**src/rtl/logic_tile.sv**
```systemverilog
// logic_tile: basic programmable cell of the logic-cores fabric.
// Three independent functions share one clock/reset domain:
//   - a free-running LED counter with an enable-gated prescaler,
//   - a 4-input LUT whose 16-bit truth table is held in a register,
//   - a 2:1 multiplexer.
// The LUT and mux datapaths are combinational; only the counter and the
// LUT configuration hold state. Reset is synchronous and active-low.
module logic_tile #(
    parameter int          LED_WIDTH = 5,
    parameter int          PRESCALE  = 1,
    parameter logic [15:0] CFG_RESET = 16'h0000
) (
    input  logic                 clk,
    input  logic                 rst_n,
    input  logic                 cnt_en,
    output logic [LED_WIDTH-1:0] leds,
    input  logic                 cfg_we,
    input  logic [15:0]          cfg_data,
    input  logic [3:0]           lut_in,
    output logic                 lut_out,
    input  logic                 mux_sel,
    input  logic                 mux_i0,
    input  logic                 mux_i1,
    output logic                 mux_out
);

    // Prescaler needs at least one bit even when PRESCALE is 1, in which
    // case it simply stays at 0 and every enabled edge is a wrap edge.
    localparam int              PS_W    = (PRESCALE > 1) ? $clog2(PRESCALE) : 1;
    localparam logic [PS_W-1:0] PS_LAST = PS_W'(PRESCALE - 1);

    logic [PS_W-1:0]      prescale_cnt;
    logic [LED_WIDTH-1:0] led_cnt;
    logic [15:0]          cfg;
    logic                 ps_wrap;

    // Increment is due on the enabled edge where the prescaler reaches its last value.
    assign ps_wrap = cnt_en && (prescale_cnt == PS_LAST);

    // Prescaler and LED counter; both hold while cnt_en is low.
    always_ff @(posedge clk) begin
        // NOTE: state registers use non-blocking assignments so every flop
        // samples the pre-edge values, independent of statement order.
        if (!rst_n) begin
            prescale_cnt <= '0;
            led_cnt      <= '0;
        end else if (cnt_en) begin
            if (ps_wrap) begin
                prescale_cnt <= '0;
                led_cnt      <= led_cnt + LED_WIDTH'(1);  // wraps modulo 2^LED_WIDTH
            end else begin
                prescale_cnt <= prescale_cnt + PS_W'(1);
            end
        end
    end

    // LUT configuration register; reset takes priority over a write on the same edge.
    always_ff @(posedge clk) begin
        if (!rst_n) begin
            cfg <= CFG_RESET;
        end else if (cfg_we) begin
            cfg <= cfg_data;
        end
    end

    assign leds = led_cnt;

    // LUT read: lut_in indexes the truth table directly (bit 0 for 4'b0000).
    assign lut_out = cfg[lut_in];

    // Mux is fully combinational and independent of clk/rst_n.
    assign mux_out = mux_sel ? mux_i1 : mux_i0;

endmodule

```
**config.mk**
```make
export PLATFORM = sky130hd
export DESIGN_NAME = logic_tile
export DESIGN_NICKNAME = d
export VERILOG_FILES = /design/src/rtl/logic_tile.sv
export SDC_FILE = /design/constraint.sdc
export NUM_CORES = 1
export LEC_CHECK = 0
export CAP_MARGIN = 20
export CORE_MARGIN = 2
export CORE_UTILIZATION = 45
export CTS_CLUSTER_SIZE = 10
export DETAILED_ROUTE_END_ITERATION = 8
export DONT_BUFFER_PORTS = 1
export PLACE_DENSITY = 0.69
export SYNTH_ARGS = -nofsm -noshare
export SYNTH_HDL_FRONTEND = slang
export SYNTH_SLANG_ARGS = --single-unit
```
**constraint.sdc**
```tcl
create_clock -name clk -period 2.1 [get_ports clk]
set_clock_uncertainty 0.2 [all_clocks]
set_input_delay 0.63 -clock clk [delete_from_list [all_inputs] [get_ports clk]]
set_output_delay 0.63 -clock clk [all_outputs]
set_load 0.03 [all_outputs]
```
**Word level (Yosys, flattened, before mapping)**

Index checks and enable logic that the tools add are counted.
Widths: inputs -> output; s select.

- Bits in registers: 22
- Input bits: 27
- Output and inout port bits: 7
- Logic and storage cells: 13

- $add $sub $neg: 2
- $lt $le $gt $ge: 1
- Mux-type cells: 4
- Bitwise gates (word level): 1
- Reductions and logical operators: 2

Operators with widths:

| cell | count |
|---|---|
| $add 5x1->5 const B | 1 |
| $lt 4x5->1 const B | 1 |
| $bmux 1 s4 | 1 |
| $mux 1 | 3 |
| $reduce_and 2->1 | 1 |
| $add 1x1->1 const B | 1 |
| $logic_and 1x1->1 | 1 |
| $not 1->1 | 1 |

**Depth between registers and ports, before layout**

Gate-level depths: netlist of run 1.

- Depth in word-level cells: 3
- Gate-level depth with buffers: 4
- Mapped depth without buffers: 4

**Worst setup path before layout of run 1**

No wires, ideal clock.

- Kind: input-to-output
- Start: in lut_in[0]
- End: out lut_out
- Arrival: 1.519 ns
- Data required time: 1.270 ns
- Path slack: -0.249 ns
- Stages: 3
- Buffers on the path: 0
- Path through: mux4_1 > mux2i_1 > mux2i_1

- Word-level cells in the longest chain between the ends: 2

RTL lines:

| element | RTL line | source |
|---|---|---|
| start: declaration | 19 | `input logic [3:0] lut_in,` |
| $bmux 1 s4 | 69 | `assign lut_out = cfg[lut_in];` |
| $mux 1 (implied by the code) | 69 |  |
| end: declaration | 20 | `output logic lut_out,` |

Every way passes these cells. The select of a mux whose other input is x is not followed.

**Final worst setup path of run 1**

- Start: reg cfg[15]
- End: out lut_out

- Word-level cells in the longest chain between the ends: 2

RTL lines:

| element | RTL line | source |
|---|---|---|
| start: declaration | 34 | `logic [15:0] cfg;` |
| start signal: assignment | 62 | `cfg <= cfg_data;` |
| $bmux 1 s4 | 69 |  |
| $mux 1 (implied by the code) | 69 |  |

Every way passes these cells. The select of a mux whose other input is x is not followed.

==> results_dict.tcl, run 1 <==
set metrics [dict create \
    io_pins 34 \
    clockRootBuffer "clkbuf_4" \
    grt_max_degree 23 \
    reg2reg_to "leds[3]$_SDFFE_PN0P_" \
    ir_worst_vdd_uv 637 \
    failed_checks "setup timing" \
    ys_types 19 \
    instances_no_fill 115 \
    grt_first_pass_wirelength_mm 2.79 \
    finalCritPeriodShare 1.11 \
    endpoint_kind "output pin" \
    ys_warn_count 0 \
    core_mm2 0.00196 \
    drive_above_1_share 0.193 \
    num_rows 16 \
    critPathLaunchType "flip-flop" \
    syn-mean-instance-area_um2 11.1 \
    grt-ovfl-total 0 \
    crit_chain "mux4_2, mux2i_2, mux2i_4" \
    synth_top_family_by_area "multiplexers" \
    synthAdderAreaFrac 0.0132 \
    die-area_mm2 0.00248 \
    cts.clk_slew.worst_paths_ps 130 \
    nets 117 \
    crit_required_ps 1270 \
    drt-wirelength-per-cell_um 14.2 \
    clock_latency_ps 310 \
    clk_path_buf_depth 2 \
    critical_path_class "flip-flop to output pin" \
    vias 614 \
    slew_headroom 0.733 \
    grt_usage 0.148 \
    r2r-start "leds[2]$_SDFFE_PN0P_" \
    place_area_um2 986 \
    dpl.hpwl_mm 1.25 \
    area_growth_pct 10.2 \
    cts.sinks 22 \
    whs_endpoint "prescale_cnt$_SDFFE_PN0P_" \
    cts_setup_buffers 0 \
    drtIter0Drc 11 \
    dieWidth_um 49.8 \
    dr.pass1.iters 3 \
    hold_viol 0 \
    fp.dieH_um 49.8 \
    rsz0062_at_grt "true" \
    io_buffers 0 \
    synth_mux_area_frac 0.335 \
    slew_violations 0 \
    crit_fanout 2 \
    seq_area_frac_synth 0.466 \
    h-tree-depth 1 \
    whs_path_depth 1 \
    ys_seq_elements 22 \
    cap_violations 0 \
    antenna_cells 0 \
    finalSetupViolCount 1 \
    antenna_found_initial 0 \
    synthXorXnorAreaFrac 0.0185 \
    cts_hold_buf 0 \
    finalPower_mw 0.874 \
    rr_worst_depth 3 \
    worst_pin_slew_ps 400 \
    cpMaxStageDelayCell "mux4_2" \
    cp.arrival_ps 1490 \
    place.gp.congestion 0.668 \
    syn_area_um2 945 \
    start_util 0.482 \
    placed_cells 111 \
    num-fill-cells 188 \
    min_from "cnt_en" \
    path_buf_inv 0 \
    cts_tree "built" \
    synth_simple_gate_area_frac 0.121 \
    total_leakage_power_nw 0.436 \
    run_status "finished with violations" \
    max_stage_delay_ps 460 \
    cts_buffers 3 \
    synthCells 85 \
    min_path_type "input port to flip-flop" \
    drc_errors 0 \
    fin_crit_ps 2320 \
    wl_mm 1.63 \
    path_delay_family "multiplexers" \
    synth-compound-area-share 0.0212 \
    synth_nets 113 \
    final_area_mm2 0.00104 \
    setup_slack_ps -222 \
    ant_nets 0 \
    power_density_mw_per_mm2 839 \
    cts_resized 0 \
    regToRegSetupSlack_ps 680 \
    grt_pass1_vias 668 \
    viasPerCell 5.34 \
    fmax_ghz 0.431 \
]
-- sequential cells by signal, summed over array words and instances, names as in the netlist --
name,count
prescale_cnt,1
leds,5
cfg,16
-- metrics by stage --
stage / setup slack (ps) / hold WS [ps] / util / setup TNS, ps
after floorplan: -185 / 255 / - / -185
after global placement: -196 / 270 / 0.503 / -196
after detailed placement: -223 / 271 / 0.503 / -223
after CTS: -240 / 173 / 0.529 / -240
after global routing: -277 / 166 / 0.531 / -277
final: -222 / 183 / 0.531 / -222
-- power breakdown --
part	leakage, nW	switching (mW)	internal [mW]	total, mW
Combinational	0.227	0.0460	0.0501	0.0961
Sequential	0.182	0.0127	0.440	0.453
Clock	0.0279	0.132	0.193	0.325
-- metal layers --
layer | track usage | up-vias | part of all wire
li1 | - | 302 | -
met3 | 0.0788 | 3 | 0.098
met5 | 0 | - | 0
met2 | 0.271 | 22 | 0.54
met4 | 0.0278 | 0 | 0.0067
met1 | 0.148 | 287 | 0.36
-- logic make-up (layout without fill, tap and decap cells) --
group | count (synthesis) | after routing
fa+ha+maj | 1 | 1
xor+xnor | 2 | 2
flops | 22 | 22
buf+inv | 5 | 8
mux | 25 | 25
simple gates | 26 | 26
compound gates | 4 | 4
-- layout by cell type, fill, tap and decap left out, types with 2 or more instances in the layout --
cell type	Yosys	final
dfxtp_1	22	20
nor2_1	19	19
mux2i_1	20	17
mux4_2	0	4
clkbuf_4	0	3
buf_4	1	3
mux2i_2	0	2
xor2_1	2	2
o21ai_0	2	2
or3_1	2	2
a21oi_1	2	2
dfxtp_2	0	2
-- cell type report --
cell class | count | area [µm²] | share of cell area
Timing Repair Buffer | 3 | 22.5 | 0.0216
Inverter | 1 | 3.75 | 0.00361
Multi-Input combinational cell | 58 | 485 | 0.466
Tap cell | 27 | 33.8 | 0.0325
Sequential cell | 22 | 443 | 0.425
Clock buffer | 3 | 22.5 | 0.0216
Clock inverter | 1 | 30.0 | 0.0288
-- worst max path at each step --
stage,cells after the start,to,slack (ps),from
floorplan,3,lut_out,-190,lut_in[0]
global placement,3,lut_out,-200,lut_in[0]
detailed placement,3,lut_out,-220,lut_in[0]
CTS,3,lut_out,-240,cfg[15]$_SDFFE_PN0P_
global route,3,lut_out,-280,cfg[4]$_SDFFE_PN0P_
finish,3,lut_out,-220,cfg[15]$_SDFFE_PN0P_
-- synth_stat cells (all sizes together) --
cell type | instances | area share
a21oi | 2 | 0.011
buf | 2 | 0.013
clkbuf | 2 | 0.0079
dfxtp | 22 | 0.47
ha | 1 | 0.013
inv | 1 | 0.0040
mux2 | 1 | 0.012
mux2i | 20 | 0.21
mux4 | 4 | 0.11
nand2 | 1 | 0.0040
nand2b | 1 | 0.0066
nand3 | 1 | 0.0053
nand3b | 1 | 0.0079
nor2 | 19 | 0.075
nor3b | 1 | 0.0079
o21ai | 2 | 0.011
or3 | 2 | 0.013
xor2 | 2 | 0.019
Power figures use the tool's default switching activity.
==> inputs of run 2 (changes only) <==
Settings changed: HOLD_SLACK_MARGIN from default to 0.05.
==> results of run 2 <==
The final DEF is identical to that of run 1; final timing and power are the same.
